<file path="src/rtl/stage_fetch_queue_pkg.sv">
// stage_fetch_queue_pkg: shared word type, NOP encoding and queue entry layout for the fetch stage
package stage_fetch_queue_pkg;
  typedef logic [31:0] word_t;
  localparam word_t NOP_INSTR = 32'h0000_0013;
  typedef struct packed {
    word_t pc;
    word_t ir;
  } fq_entry_t;
endpackage

</file>
<file path="src/rtl/stage_fetch_queue_if.sv">
// stage_fetch_queue_if: instruction memory, redirect and decode-side signals of the fetch stage
interface stage_fetch_queue_if import stage_fetch_queue_pkg::*; #(
  parameter int DEPTH = 4
);
  word_t                        imem_addr_o;
  logic                         imem_req_o;
  word_t                        imem_data_i;
  word_t                        jmp_addr_i;
  logic                         jmp_valid_i;
  logic                         halt_i;
  logic                         ready_i;
  logic                         valid_o;
  word_t                        pc_o;
  word_t                        ir_o;
  word_t                        pc_next_o;
  logic [$clog2(DEPTH+1)-1:0]   level_o;
  modport master (
    input  imem_data_i, jmp_addr_i, jmp_valid_i, halt_i, ready_i,
    output imem_addr_o, imem_req_o, valid_o, pc_o, ir_o, pc_next_o, level_o
  );
  modport slave (
    output imem_data_i, jmp_addr_i, jmp_valid_i, halt_i, ready_i,
    input  imem_addr_o, imem_req_o, valid_o, pc_o, ir_o, pc_next_o, level_o
  );
endinterface

</file>
<file path="src/rtl/stage_fetch_queue_fetch_fifo.sv">
// fetch_fifo: synchronous FIFO with dominant flush and occupancy count
module fetch_fifo #(
  parameter int DEPTH = 4,
  parameter int WIDTH = 64
) (
  input  logic                       clk_i,
  input  logic                       rst_ni,
  input  logic                       push_i,
  input  logic                       pop_i,
  input  logic                       flush_i,
  input  logic [WIDTH-1:0]           data_i,
  output logic [WIDTH-1:0]           data_o,
  output logic [$clog2(DEPTH+1)-1:0] count_o
);
  localparam int AW = $clog2(DEPTH);
  localparam int CW = $clog2(DEPTH + 1);
  logic [WIDTH-1:0] r_mem [DEPTH];
  logic [AW-1:0]    r_rd, r_wr;
  logic [CW-1:0]    r_cnt;
  logic             w_pop, w_push;
  assign w_pop  = pop_i && r_cnt != '0;
  assign w_push = push_i && (r_cnt != CW'(DEPTH) || w_pop);
  always_ff @(posedge clk_i or negedge rst_ni)
    if (!rst_ni) begin
      r_rd  <= '0;
      r_wr  <= '0;
      r_cnt <= '0;
    end else if (flush_i) begin
      r_rd  <= '0;
      r_wr  <= '0;
      r_cnt <= '0;
    end else begin
      r_rd  <= r_rd + AW'(w_pop);
      r_wr  <= r_wr + AW'(w_push);
      r_cnt <= r_cnt + CW'(w_push) - CW'(w_pop);
    end
  always_ff @(posedge clk_i)
    if (w_push && !flush_i) r_mem[r_wr] <= data_i;
  assign data_o  = r_mem[r_rd];
  assign count_o = r_cnt;
endmodule

</file>
<file path="src/rtl/stage_fetch_queue.sv">
// stage_fetch_queue: instruction fetch with credit-limited issue into a prefetch queue toward decode
module stage_fetch_queue import stage_fetch_queue_pkg::*; #(
  parameter int    DEPTH        = 4,
  parameter int    MEM_LATENCY  = 1,
  parameter word_t RESET_VECTOR = 32'h0000_0000
) (
  input logic                 clk_i,
  input logic                 rst_ni,
  stage_fetch_queue_if.master bus
);
  localparam int CW = $clog2(DEPTH + 1);
  word_t                  r_pc;
  logic [MEM_LATENCY-1:0] r_infl_v;
  word_t                  r_infl_pc [MEM_LATENCY];
  logic [CW-1:0]          w_level;
  logic                   w_req, w_land, w_pop, w_valid;
  fq_entry_t              w_head;
  word_t                  w_pc;
  // the slot landing this cycle still holds its credit, so a push never meets a full queue
  assign w_req   = rst_ni && !bus.halt_i && !bus.jmp_valid_i &&
                   (int'(w_level) + $countones(r_infl_v) < DEPTH);
  assign w_land  = r_infl_v[MEM_LATENCY-1];
  assign w_valid = w_level != '0;
  assign w_pop   = w_valid && bus.ready_i;
  always_ff @(posedge clk_i or negedge rst_ni)
    if (!rst_ni) begin
      r_pc     <= RESET_VECTOR;
      r_infl_v <= '0;
    end else begin
      r_pc     <= bus.jmp_valid_i ? bus.jmp_addr_i : w_req ? r_pc + 32'd4 : r_pc;
      r_infl_v <= bus.jmp_valid_i ? '0 : (r_infl_v << 1) | MEM_LATENCY'(w_req);
    end
  always_ff @(posedge clk_i) begin
    r_infl_pc[0] <= r_pc;
    for (int k = 1; k < MEM_LATENCY; k++) r_infl_pc[k] <= r_infl_pc[k-1];
  end
  fetch_fifo #(.DEPTH(DEPTH), .WIDTH($bits(fq_entry_t))) u_fifo (
    .clk_i   (clk_i),
    .rst_ni  (rst_ni),
    .push_i  (w_land),
    .pop_i   (w_pop),
    .flush_i (bus.jmp_valid_i),
    .data_i  ({r_infl_pc[MEM_LATENCY-1], bus.imem_data_i}),
    .data_o  (w_head),
    .count_o (w_level)
  );
  assign w_pc            = w_valid ? w_head.pc : '0;
  assign bus.imem_req_o  = w_req;
  assign bus.imem_addr_o = r_pc;
  assign bus.valid_o     = w_valid;
  assign bus.pc_o        = w_pc;
  assign bus.ir_o        = w_valid ? w_head.ir : NOP_INSTR;
  assign bus.pc_next_o   = w_pc + 32'd4;
  assign bus.level_o     = w_level;
endmodule

</file>
<file path="src/flat_wrapper.sv">
// flat-port wrapper written by rule: the top's interface ports become plain ports
module stage_fetch_queue_flat import stage_fetch_queue_pkg::*;
#(
  parameter int    DEPTH        = 4,
  parameter int    MEM_LATENCY  = 1,
  parameter word_t RESET_VECTOR = 32'h0000_0000
)
  (clk_i, rst_ni, bus_imem_data_i, bus_jmp_addr_i, bus_jmp_valid_i, bus_halt_i, bus_ready_i, bus_imem_addr_o, bus_imem_req_o, bus_valid_o, bus_pc_o, bus_ir_o, bus_pc_next_o, bus_level_o);
  stage_fetch_queue_if #(.DEPTH(DEPTH)) bus_i ();
  input logic clk_i;
  input logic rst_ni;
  input wire logic [$bits(bus_i.imem_data_i)-1:0] bus_imem_data_i;
  input wire logic [$bits(bus_i.jmp_addr_i)-1:0] bus_jmp_addr_i;
  input wire logic [$bits(bus_i.jmp_valid_i)-1:0] bus_jmp_valid_i;
  input wire logic [$bits(bus_i.halt_i)-1:0] bus_halt_i;
  input wire logic [$bits(bus_i.ready_i)-1:0] bus_ready_i;
  output wire logic [$bits(bus_i.imem_addr_o)-1:0] bus_imem_addr_o;
  output wire logic [$bits(bus_i.imem_req_o)-1:0] bus_imem_req_o;
  output wire logic [$bits(bus_i.valid_o)-1:0] bus_valid_o;
  output wire logic [$bits(bus_i.pc_o)-1:0] bus_pc_o;
  output wire logic [$bits(bus_i.ir_o)-1:0] bus_ir_o;
  output wire logic [$bits(bus_i.pc_next_o)-1:0] bus_pc_next_o;
  output wire logic [$bits(bus_i.level_o)-1:0] bus_level_o;
  assign bus_i.imem_data_i = bus_imem_data_i;
  assign bus_i.jmp_addr_i = bus_jmp_addr_i;
  assign bus_i.jmp_valid_i = bus_jmp_valid_i;
  assign bus_i.halt_i = bus_halt_i;
  assign bus_i.ready_i = bus_ready_i;
  assign bus_imem_addr_o = bus_i.imem_addr_o;
  assign bus_imem_req_o = bus_i.imem_req_o;
  assign bus_valid_o = bus_i.valid_o;
  assign bus_pc_o = bus_i.pc_o;
  assign bus_ir_o = bus_i.ir_o;
  assign bus_pc_next_o = bus_i.pc_next_o;
  assign bus_level_o = bus_i.level_o;
  stage_fetch_queue #(.DEPTH(DEPTH), .MEM_LATENCY(MEM_LATENCY), .RESET_VECTOR(RESET_VECTOR)) u_core (.clk_i(clk_i), .rst_ni(rst_ni), .bus(bus_i));
endmodule
</file>
<file path="config.mk">
export PLATFORM = sky130hd
export DESIGN_NAME = stage_fetch_queue_flat
export DESIGN_NICKNAME = d
export VERILOG_FILES = /design/src/rtl/stage_fetch_queue_pkg.sv /design/src/rtl/stage_fetch_queue_if.sv /design/src/rtl/stage_fetch_queue_fetch_fifo.sv /design/src/rtl/stage_fetch_queue.sv /design/src/flat_wrapper.sv
export SDC_FILE = /design/constraint.sdc
export NUM_CORES = 1
export LEC_CHECK = 0
export CAP_MARGIN = 20
export CELL_PAD_IN_SITES_DETAIL_PLACEMENT = 0
export CELL_PAD_IN_SITES_GLOBAL_PLACEMENT = 1
export CORE_ASPECT_RATIO = 1.25
export CORE_MARGIN = 1.5
export CORE_UTILIZATION = 41
export DETAILED_ROUTE_END_ITERATION = 6
export MAX_ROUTING_LAYER = met4
export PLACE_DENSITY = 0.73
export SLEW_MARGIN = 20
export SYNTH_ARGS = -nofsm -noshare
export SYNTH_HDL_FRONTEND = slang
export SYNTH_SLANG_ARGS = --single-unit
</file>
<file path="constraint.sdc">
create_clock -name clk_i -period 6.6 [get_ports clk_i]
set_clock_uncertainty 0.05 [all_clocks]
set_input_delay 1.32 -clock clk_i [delete_from_list [all_inputs] [get_ports clk_i]]
set_output_delay 1.32 -clock clk_i [all_outputs]
set_load 0.02 [all_outputs]
</file>
=== Yosys cells after proc, flatten, opt, wreduce, memory -nomap -nowiden ===
Memories as Yosys holds them, arrays and structs flattened.
Index checks and enable logic that the tools add are counted.

* Add/subtract/negate cells: 7
* Equality and inequality tests: 1
* Mux-type cells: 10
* Reduce and logical (&&, ||, !) cells: 12
* $lt $le $gt $ge: 1

{| class="wikitable"
|+ Operators with widths
! kind !! count
|-
| two-way mux 32 bit || 4
|-
| adder 32 x 3 -> 32 bit (second input constant) || 2
|-
| less-than comparator 32 x 4 -> 1 bit (second input constant) || 1
|-
| logical AND 1 bit || 7
|-
| adder 2 x 1 -> 2 bit || 2
|-
| adder 3 x 1 -> 4 bit || 1
|-
| two-way mux 2 bit || 2
|-
| adder 3 x 1 -> 3 bit || 1
|-
| two-way mux 1 bit || 3
|-
| two-way mux 3 bit || 1
|-
| inequality test 3 bit (second input constant) || 1
|-
| nonzero test 3 bit || 1
|-
| subtractor 3 x 1 -> 3 bit || 1
|-
| logical NOT 1 bit || 2
|-
| nonzero test 2 bit || 1
|-
| logical OR 1 bit || 1
|}

* Memories: 2
* Bits in writable memories: 288
* Logic and storage cells: 38
* Input port bits: 69
* Output and inout bits: 133
* Bits in registers: 40

{| class="wikitable"
|+ Memories
! name !! words !! bits a word !! rd ports !! clocked after memory_dff !! wr ports !! RTL line !! text
|-
| u_core.u_fifo.r_mem || 4 || 64 || 1 || 0 || 1 || stage_fetch_queue_fetch_fifo.sv:17 || <nowiki>logic [WIDTH-1:0] r_mem [DEPTH];</nowiki>
|-
| u_core.r_infl_pc || 1 || 32 || 1 || 0 || 1 || stage_fetch_queue.sv:14 || <nowiki>word_t r_infl_pc [MEM_LATENCY];</nowiki>
|}

=== Longest topological paths before layout ===
Gate-level depths: netlist of the first run.

* Word-level depth: 8
* Mapped depth: 12
* Depth with buffers taken out: 10

=== Hierarchy ===
Synthesis of the first run repeated with hierarchy kept, for this count alone.

* Cells, all modules: 801
* Area total of the unflattened synthesis: 13499.2 sq um

{| class="wikitable"
|+ Modules (own cells, without submodules)
! module !! cells an instance !! seq. area each (sq um) !! area each (sq um) !! times used
|-
| fetch_fifo || 369 || 7862.5 || 9725.6 || 1
|-
| stage_fetch_queue || 432 || 1466.4 || 3773.6 || 1
|}

=== Worst setup path after synthesis of the first run ===
Ideal clock, no wire load.

* Kind: input to register
* Start: input port bus_jmp_valid_i
* End: memory u_core.u_fifo.r_mem[0][0], enable pin
* Path buffers: 1
* Setup time: 644 ps
* Data required time: 5906 ps
* Setup slack: -1754 ps
* Arrival: 7660 ps
* Cell stages on the path: 2
* Cell sequence: clkbuf_1 nor4_1

* Cells in the longest elaborated chain, start to end: 4

{| class="wikitable"
|+ RTL lines
! element !! RTL line !! text
|-
| start, declared || flat_wrapper.sv:14 || <nowiki>input wire logic [$bits(bus_i.jmp_valid_i)-1:0] bus_jmp_valid_i;</nowiki>
|-
| logical NOT 1 bit || stage_fetch_queue_fetch_fifo.sv:38 || <nowiki>if (w_push && !flush_i) r_mem[r_wr] <= data_i;</nowiki>
|-
| logical AND 1 bit || stage_fetch_queue_fetch_fifo.sv:38 ||
|-
| two-way mux 1 bit || stage_fetch_queue_fetch_fifo.sv:38 ||
|-
| two-way mux 1 bit (implied by the code) || stage_fetch_queue_fetch_fifo.sv:38 ||
|-
| end, declared || stage_fetch_queue_fetch_fifo.sv:17 ||
|}

No other way between the ends.

=== Worst setup path in the final report of the first run ===
* Start: register u_core.u_fifo.r_rd[0]
* End: output port bus_pc_next_o[30]

* Cells in the longest elaborated chain, start to end: 3

{| class="wikitable"
|+ RTL lines
! element !! RTL line !! text
|-
| start, declared || stage_fetch_queue_fetch_fifo.sv:18 || <nowiki>logic [AW-1:0] r_rd, r_wr;</nowiki>
|-
| start signal, assigned || stage_fetch_queue_fetch_fifo.sv:33 || <nowiki>r_rd <= r_rd + AW'(w_pop);</nowiki>
|-
| memory (4 x 64 bit) || -- ||
|-
| two-way mux 32 bit || stage_fetch_queue.sv:47 || <nowiki>assign w_pc = w_valid ? w_head.pc : '0;</nowiki>
|-
| adder 32 x 3 -> 32 bit || stage_fetch_queue.sv:53 || <nowiki>assign bus.pc_next_o = w_pc + 32'd4;</nowiki>
|-
| end, declared || flat_wrapper.sv:22 || <nowiki>output wire logic [$bits(bus_i.pc_next_o)-1:0] bus_pc_next_o;</nowiki>
|}

No other way between the ends.

==> impl_results.md, run 1 <==
* Yosys cell types at 49
* Final Critical Period at 5.710 ns
* Final worst slack at 0.8899 ns
* Largest cells by area after synthesis: edfxtp_1 58%, mux4_2 10%, dfrtp_1 7.5%
* CP cell instances: mux4_2, and2_1, ha_1, nand2_1, or3_4, nor4_4, nand4_1, xnor2_1, clkdlybuf4s50_1
* # Max-Cap Violations at 0
* Post-CTS Setup Bufs at 0
* Routed wire length at 29.17 mm
* Sinks on Clock Net at 328
* Synth warn at 0
* Starting density of the core at 0.4180
* Critical path class: register to output port
* Die height at 204.8 µm
* Initial drt markers at 472
* CP Data Arrival Time at 4.34 ns
* GP Congestion at 0.7619
* Crit Path Max Fanout at 37
* Final Hold Violating Endpoints at 0
* Setup Slack @ Placement at 1.345 ns
* Synthesis-to-finish area growth at 26.82%
* Ant. Diodes at 0
* Synthesized area at 0.01336 mm²
* Count of standard-cell rows at 73
* Die area at 0.03369 mm²
* Cell count after synthesis at 811
* Pin slew with the least headroom to its limit at 1.024 ns
* CTS H-tree depth at 2
* Crit. End Element: output port
* Pre-antenna DRT Iters at 4
* I/O pin total at 202
* Detail Route Antenna Nets at 0
* Slowest stage delay, CP at 0.83 ns
* Vias in the first global route at 7793
* Final Non-Filler Cells at 1458
* Outcome: completed
* Predominant post-synthesis flop cell: edfxtp_1
* Post-synth EDFFs at 256
* Post-synthesis mux area share at 0.1185
* Via density at 5.139
* Worst hold path class: register to register
* RSZ-0062 raised after global routing: no
* Period utilization at 0.8652
* Compound-Gate Fraction of Synth Area at 0.02079
* Fmax at 175.1 MHz
* Commonest cells after routing, fill and taps aside: 256 x edfxtp_1, 199 x clkdlybuf4s50_1, 69 x nand2_1, 60 x mux4_2, 58 x and2_1
* Core area at 0.03197 mm²
* IO Port Bufs at 201
* Crit-path slowest cell: dfrtp_4
* WP data required at 5.23 ns
* Total global routing overflow at 0
* Remaining DRCs at 0
* Worst Setup Start Kind: register
* Layout Nets at 1098
* Root buf cell: clkbuf_16
* Adder-cell share of the synthesized area at 0.008052
* Yosys top cell area share at 0.5753
* Syn nets at 888
* Post-synthesis sequential area ratio at 0.6981
* Power, Total at 6.607 mW
* Later-pin clock latency in the skew report at 0.52 ns
* Setup TNS at 0 ns
* Largest net degree at the start of global routing at 65
* Fraction of registers with async set/reset at 0.1220
* Lkg Pwr at 5.691 nW
* Peak VDD IR at 0.0002086 V
* Post-DP Area at 0.01581 mm²
* Drt wl/cell at 20.00 µm
* Reg clk slew, reported paths at 0.06 ns
* CTS tree: yes
* Pwr dens at 389.9 mW/mm²
* Total CTS buffers at 34
* Syn_area_per_cell at 16.48 µm²
* Share of layout cells above drive strength 1 at 0.1463
* Top delay family on crit path: simple AND/OR/NAND/NOR gates
* Synth Area in Simple Gates at 0.09728
* Detailed placer's ending HPWL at 18.88 mm
* First-pass GRT wire length at 44.70 mm
* Final setup viols at 0
* Post-cts resize count at 0
* Placed insts at 1397
* Initial antenna violation count at 0
* Post-Synth XOR/XNOR Area at 0.03736
* # hold bufs at CTS at 0
* Most common cell after layout, fill and taps aside: edfxtp_1
* Overall Global Routing Usage at 0.1826
* Bufs and invs on worst path at 1
* Fin area at 0.01695 mm²
* Die extent in x at 164.5 µm
* Slew Limit Fails at 0
* Main combinational cell family by area after synthesis: multiplexers
* Synth area leader: edfxtp_1
* Max-slew headroom at 0.3173
* Max clock buf depth at 3
* Vias at 7492
* #FFs+latches synth at 328
layer usage:
metal  up-vias  routed length, µm  GRT usage
li1       3504                  -          -
met1      3733              12680     0.2410
met2       214              14220     0.2951
met3        41               1573    0.02612
met4         0                686    0.05470
met5         -                  0          -
logic make-up after synthesis:
| family | Yosys count |
|---|---|
| mux | 76 |
| buf+inv | 54 |
| simple gates | 241 |
| xor+xnor | 57 |
| fa+ha+maj | 8 |
| flops | 328 |
| compound gates | 47 |
worst paths after layout:
| path | start | end | slack (ns) | cells past startpoint |
|---|---|---|---|---|
| max | u_core.u_fifo.r_rd[0] | bus_pc_next_o[30] | 0.89 | 9 |
| min reg2reg | u_core.bus.imem_addr_o[0] | u_core.r_infl_pc[0][0] | 0.34 | 0 |
| min in group asynchronous | rst_ni | u_core.bus.imem_addr_o[28] | 0.90 | 2 |
| min | u_core.bus.imem_addr_o[0] | u_core.r_infl_pc[0][0] | 0.34 | 0 |
| max reg2reg | u_core.u_fifo.count_o[1] | u_core.u_fifo.count_o[2] | 3.79 | 8 |
| max in group asynchronous | rst_ni | u_core.u_fifo.r_rd[1] | 5.15 | 2 |
cell usage after synthesis (6+ instances only):
library cell	n
and2_1	58
and3_1	14
and4_1	6
buf_4	7
clkbuf_1	21
dfrtp_1	40
dfxtp_1	32
edfxtp_1	256
ha_1	7
inv_1	13
mux2_2	7
mux4_2	60
nand2_1	69
nand3_1	25
nand4_1	16
nor2_1	18
nor2b_1	8
nor3_1	12
o21ai_0	32
xnor2_1	38
xor2_1	19
flip-flops by register name, indices dropped and copies added, names as in the netlist:
| signal | count |
|---|---|
| u_core.r_infl_pc | 32 |
| u_core.u_fifo.r_rd | 2 |
| u_core.u_fifo.r_mem | 256 |
| u_core.u_fifo.count_o | 3 |
| u_core.bus.imem_addr_o | 32 |
| u_core.u_fifo.r_wr | 2 |
| u_core.r_infl_v | 1 |
worst register-to-register path, cell delays in order (launching register included):
cell	delay, ns
dfrtp_1	0.49
o41ai_1	0.94
ha_1	0.38
inv_1	0.06
ha_1	0.13
inv_1	0.04
fa_1	0.38
xnor2_1	0.15
nor2_1	0.05
power breakdown:
group          total (mW)  internal, mW  switching, mW
Sequential           2.44          2.31          0.131
Combinational        2.23          1.08           1.15
Clock                1.93          1.14          0.792
Total                6.61          4.53           2.07
through the flow:
| step | hold slack [ns] | util |
|---|---|---|
| 4_1_cts | 0.3436 | 0.5301 |
| 6_report | 0.3387 | 0.5301 |
| 5_1_grt | 0.3535 | 0.5301 |
| 2_1_floorplan | 0.3883 | - |
| 3_5_place_dp | 0.3300 | 0.4945 |
| 3_3_place_gp | 0.3258 | 0.4945 |
area by class of cell:
class,count,area (µm²)
inverter,14,52.55
clock buffer,38,887.1
tap,412,515.5
clock inverter,23,251.5
multi-input combinational,429,3804
sequential,328,9336
timing repair buffer,214,2100
fill,2654,15020
Note: power is estimated with default switching activity, not from simulation.
==> run 2, diff against run 1 <==
--- a/config.mk
+++ b/config.mk
@@ -12,6 +12,7 @@
 export CORE_MARGIN = 1.5
 export CORE_UTILIZATION = 41
 export DETAILED_ROUTE_END_ITERATION = 6
+export GPL_TIMING_DRIVEN = 0
 export MAX_ROUTING_LAYER = met4
 export PLACE_DENSITY = 0.73
 export SLEW_MARGIN = 20
==> constraint.sdc (replaced) <==
create_clock -name clk_i -period 6.6 [get_ports clk_i]
set_clock_uncertainty 0.05 [all_clocks]
set_input_delay 1.32 -clock clk_i [delete_from_list [all_inputs] [get_ports clk_i]]
set_output_delay 1.32 -clock clk_i [all_outputs]
set_load 0.1 [all_outputs]
==> impl_results.md, run 2 (synthesis results as in run 1) <==
* Detailed placer's ending HPWL at 22.56 mm (+19%)
* Fmax at 160.7 MHz (-8.3%)
* Max-slew headroom at 0.2795 (-0.03779)
* # Max-Cap Violations at 0 (unchanged)
* Hold-critical path depth at 0 (unchanged)
* Drt wl/cell at 20.82 µm (+4.1%)
* Overall Global Routing Usage at 0.1957 (+0.01310)
* Worst Setup Start Kind: register
* Layout Nets at 1143 (+4.1%)
* Vias at 7822 (+4.4%)
* Share of layout cells above drive strength 1 at 0.1725 (+0.02621)
* Initial drt markers at 577 (+22%)
* R2r setup slk at 2.81 ns (-0.98 ns)
* Final Hold Violating Endpoints at 0 (unchanged)
* Total global routing overflow at 0 (unchanged)
* Critical path class: register to output port
* Fin area at 0.01755 mm² (+3.6%)
* Crit Path Max Fanout at 10 (-73%)
* First-pass GRT wire length at 47.63 mm (+6.6%)
* Sinks on Clock Net at 328 (unchanged)
* Root buf cell: clkbuf_16
* WP data required at 5.23 ns (about the same)
* RSZ-0062 raised after global routing: no
* Max clock buf depth at 3 (unchanged)
* Pre-antenna DRT Iters at 7 (+3)
* Die height at 204.8 µm (unchanged)
* Worst reg-to-reg path cell count at 12 (+4)
* Core area at 0.03197 mm² (unchanged)
* Remaining DRCs at 0 (unchanged)
* CTS tree: yes
* Pin slew with the least headroom to its limit at 1.077 ns (+0.05332 ns)
* Count of standard-cell rows at 73 (unchanged)
* Setup Slack @ Placement at -0.01271 ns (-1.358 ns)
* Crit. End Element: output port
* RR Endpoint: u_core.u_fifo.count_o[2]
* Detail Route Antenna Nets at 0 (unchanged)
* Most common cell after layout, fill and taps aside: edfxtp_1
* Slew Limit Fails at 0 (unchanged)
* Later-pin clock latency in the skew report at 0.51 ns (about the same)
* Die extent in x at 164.5 µm (unchanged)
* Worst R2R Start: u_core.u_fifo.count_o[1]
* Ant. Diodes at 0 (unchanged)
* Outcome: completed
* CTS H-tree depth at 2 (unchanged)
* Reg clk slew, reported paths at 0.06 ns (about the same)
* Initial antenna violation count at 0 (unchanged)
* Fillers at 2650 (-0.15%)
* Worst Hold Launch: u_core.bus.imem_addr_o[0]
* Worst hold path class: register to register
* Final worst slack at 0.3753 ns (-0.5146 ns)
* GP Congestion at 0.8073 (+6.0%)
* Commonest cells after routing, fill and taps aside: 256 x edfxtp_1, 190 x clkdlybuf4s50_1, 69 x nand2_1, 60 x mux4_2, 57 x and2_1
* Post-DP Area at 0.01636 mm² (+3.5%)
* Routed wire length at 31.28 mm (+7.2%)
* Via density at 5.208 (+1.3%)
* Starting density of the core at 0.4180 (unchanged)
* Total CTS buffers at 34 (unchanged)
* Area of the multi-input gates at 0.003955 mm² (+4.0%)
* Final Critical Period at 6.225 ns (+0.5146 ns)
* Reg area at 0.009329 mm² (about the same)
* Synthesis-to-finish area growth at 31.37%
* Final setup viols at 0 (unchanged)
* I/O pin total at 202 (unchanged)
* Endpoint, Worst Hold: u_core.r_infl_pc[0][0]
* Period utilization at 0.9431 (+0.07797)
* Largest reg by FF count: u_core.u_fifo.r_mem
* CP Data Arrival Time at 4.85 ns (+0.51 ns)
* IO Port Bufs at 201 (unchanged)
* Die area at 0.03369 mm² (unchanged)
* Max reg flops at 256 (unchanged)
* Vias in the first global route at 8238 (+5.7%)
* Largest net degree at the start of global routing at 36 (-45%)
-- run 2: cell types whose count changed in the layout (fill, tap and decap cells not counted), moves of 5 or more --
cell and change:
clkdlybuf4s50_1 -9, clkdlybuf4s15_2 +9, buf_6 +8, xnor2_1 -9
clkinv_4 -6, clkbuf_1 +24, xnor2_4 +5
-- run 2: stage by stage --
step,hold WS (ns),TNS (ns),utilization,instances
2_1_floorplan,0.3883,0,-,811
3_3_place_gp,0.3263,-317.87,0.5019,1424
3_5_place_dp,0.3318,-0.02116,0.5117,1439
4_1_cts,0.3452,0,0.5484,1499
5_1_grt,0.3619,0,0.5491,1502
6_report,0.3397,0,0.5491,1502
-- run 2: metal layers --
layer  GRT usage  up-vias  wire [µm]
met5           -        -          0
met4     0.06371        0        849
met3     0.02875       57       1609
met2      0.3369      263      16140
met1      0.2367     3900      12680
li1            -     3602          -
-- run 2: how the worst max path moves through the flow --
stage	start	end	cells after the start
global placement	bus_jmp_valid_i	u_core.u_fifo.r_mem[0][7]	3
CTS	u_core.u_fifo.count_o[1]	bus_pc_next_o[24]	12
floorplan	u_core.u_fifo.count_o[1]	bus_pc_next_o[16]	11
global route	u_core.u_fifo.count_o[1]	bus_pc_next_o[10]	12
finish	u_core.u_fifo.count_o[1]	bus_pc_next_o[10]	12
detailed placement	u_core.u_fifo.count_o[1]	bus_pc_next_o[24]	12
-- run 2: area by class of cell --
cell class                 count  share of cell area
timing repair buffer         219              0.1321
tap                          412             0.02937
multi-input combinational    429              0.2253
buffer                        40             0.01219
clock buffer                  45             0.05503
clock inverter                15             0.01133
sequential                   328              0.5314
inverter                      14            0.003207
-- run 2: worst max-delay path, cell delays in order, from the launching register on --
cell	delay [ns]
dfrtp_1	0.48
nor3_2	0.65
inv_1	0.40
clkbuf_1	0.30
clkbuf_2	0.30
and2_2	0.26
ha_1	0.23
nand2_1	0.08
or3_4	0.16
nor2_1	0.06
xnor2_1	0.13
nor2_1	0.08
clkdlybuf4s50_1	1.20
-- run 2: repair_timing --
action                     4_1_cts  5_1_grt
hold buffers                     0        0
setup endpoints to repair       10        5
cloned                           0        0
resized for setup               28        0
pin swaps                        0        1
buffers inserted                 0        3
Power of run 2 is left out: the tool's default activity adds up to more than one toggle a clock period on the data nets, which glitch-free logic cannot reach.
==> run 3, diff against run 2 <==
--- a/config.mk
+++ b/config.mk
@@ -12,7 +12,6 @@
 export CORE_MARGIN = 1.5
 export CORE_UTILIZATION = 41
 export DETAILED_ROUTE_END_ITERATION = 6
-export GPL_TIMING_DRIVEN = 0
 export MAX_ROUTING_LAYER = met4
 export PLACE_DENSITY = 0.73
 export SLEW_MARGIN = 20
==> impl_results.md, run 3 (synthesis results as in run 1) <==
* Outcome: completed
* Worst R2R Start: u_core.u_fifo.count_o[1]
* Most common cell after layout, fill and taps aside: edfxtp_1
* Fin area at 0.01705 mm² (-2.9%)
* Final Critical Period at 5.737 ns (-0.4873 ns)
* Reg clk slew, reported paths at 0.06 ns (about the same)
* Vias in the first global route at 7649 (-7.1%)
* I/O pin total at 202 (unchanged)
* Top cell by count, worst path: nand2_1
* Critical path class: register to output port
* Crit-path slowest cell: dfrtp_4
* Max-slew headroom at 0.2901 (+0.01057)
* Fmax at 174.3 MHz (+8.5%)
* Worst reg-to-reg path cell count at 8 (-4)
* GP Congestion at 0.7421 (-8.1%)
* Post-layout util at 0.5333 (-0.01581)
* Commonest cells after routing, fill and taps aside: 256 x edfxtp_1, 168 x clkdlybuf4s50_1, 69 x nand2_1, 60 x mux4_2, 57 x and2_1
* Initial drt markers at 527 (-8.7%)
* Worst Setup Start Kind: register
* Via density at 5.120 (-1.7%)
* Die height at 204.8 µm (unchanged)
* Layout Nets at 1095 (-4.2%)
* Total CTS buffers at 34 (unchanged)
* Pre-antenna DRT Iters at 4 (-3)
* Remaining DRCs at 0 (unchanged)
* CTS H-tree depth at 2 (unchanged)
* Core area at 0.03197 mm² (unchanged)
* CTS tree: yes
* RSZ-0062 raised after global routing: no
* Routed wire length at 28.66 mm (-8.4%)
* Max reg flops at 256 (unchanged)
* CP cell instances: mux4_2, nand2_1, clkinvlp_4, ha_1, nand2_1, or3_4, nor4_4, nand4_1, xnor2_4, buf_4
* Ant. Diodes at 0 (unchanged)
* Die extent in x at 164.5 µm (unchanged)
* Post-DP Area at 0.01586 mm² (-3.1%)
* Drt wl/cell at 19.71 µm (-5.4%)
* Overall Global Routing Usage at 0.1783 (-0.01747)
* Period utilization at 0.8693 (-0.07384)
* R2r setup slk at 3.76 ns (+0.95 ns)
* # Max-Cap Violations at 0 (unchanged)
* First-pass GRT wire length at 43.65 mm (-8.4%)
* Total global routing overflow at 0 (unchanged)
* Detailed placer's ending HPWL at 18.56 mm (-18%)
* Hold-critical path depth at 0 (unchanged)
* Max clock buf depth at 3 (unchanged)
* Synthesis-to-finish area growth at 27.58%
* Worst hold path class: register to register
* Die area at 0.03369 mm² (unchanged)
* Largest reg by FF count: u_core.u_fifo.r_mem
* Starting density of the core at 0.4180 (unchanged)
* RR Endpoint: u_core.u_fifo.count_o[2]
* Slowest stage delay, CP at 0.90 ns (-0.30 ns)
* WP data required at 5.23 ns (about the same)
* Largest net degree at the start of global routing at 65 (+81%)
* Post-cts resize count at 0 (-100%)
* Initial antenna violation count at 0 (unchanged)
* Count of standard-cell rows at 73 (unchanged)
* Final setup viols at 0 (unchanged)
* Endpoint, Worst Hold: u_core.r_infl_pc[0][0]
* CP Data Arrival Time at 4.37 ns (-0.48 ns)
* Share of layout cells above drive strength 1 at 0.1843 (+0.01178)
* Crit. End Element: output port
* Worst Hold Launch: u_core.bus.imem_addr_o[0]
* Pin slew with the least headroom to its limit at 1.051 ns (-0.02623 ns)
* Setup TNS at 0 ns (unchanged)
* Root buf cell: clkbuf_16
* Slew Limit Fails at 0 (unchanged)
* Crit Path Max Fanout at 44 (+34)
* Sinks on Clock Net at 328 (unchanged)
* Vias at 7444 (-4.8%)
* # hold bufs at CTS at 0 (unchanged)
* Later-pin clock latency in the skew report at 0.50 ns (about the same)
* IO Port Bufs at 201 (unchanged)
* Final Hold Violating Endpoints at 0 (unchanged)
* Detail Route Antenna Nets at 0 (unchanged)
* Post-CTS Setup Bufs at 0 (unchanged)
run 3: critical path: cells and delay by family (launching register included):
| kind | cells | cell delay, ns |
|---|---|---|
| AND/OR/NAND/NOR | 5 | 1.72 |
| flip-flops | 1 | 0.90 |
| buffers and inverters | 2 | 0.41 |
| multiplexers | 1 | 0.37 |
| XOR/XNOR | 1 | 0.23 |
| adder cells (fa/ha/maj) | 1 | 0.21 |
run 3: layer usage:
layer,vias up,global-route usage,wire length (µm)
met4,0,0.04955,574
li1,3505,-,-
met1,3684,0.2278,12330
met2,206,0.2966,14380
met5,-,-,0
met3,49,0.02733,1365
run 3: worst max-delay path by stage:
stage,start,endpoint,cells past startpoint
floorplan,u_core.u_fifo.count_o[1],bus_pc_next_o[16],11
detailed placement,u_core.u_fifo.r_rd[0],bus_pc_next_o[22],10
global route,u_core.u_fifo.r_rd[0],bus_pc_next_o[22],10
CTS,u_core.u_fifo.r_rd[0],bus_pc_next_o[22],10
finish,u_core.u_fifo.r_rd[0],bus_pc_next_o[22],10
global placement,u_core.u_fifo.r_rd[0],bus_pc_next_o[22],10
run 3: layout make-up:
type / count / area, µm²
clock buffer: 40 / 914.6
inverter: 14 / 56.30
clock inverter: 20 / 279.0
multi-input combinational: 429 / 3948
timing repair buffer: 211 / 1999
fill: 2651 / 14920
sequential: 328 / 9336
tap: 412 / 515.5
run 3: metrics by stage:
step	setup WS (ns)	cells	hold slack (ns)
2_1_floorplan	0.04967	811	0.3883
3_3_place_gp	1.302	1394	0.3360
3_5_place_dp	1.282	1394	0.3357
4_1_cts	0.7339	1454	0.3557
5_1_grt	0.5534	1454	0.3721
6_report	0.8626	1454	0.3487
Power of run 3 is left out for the same reason.
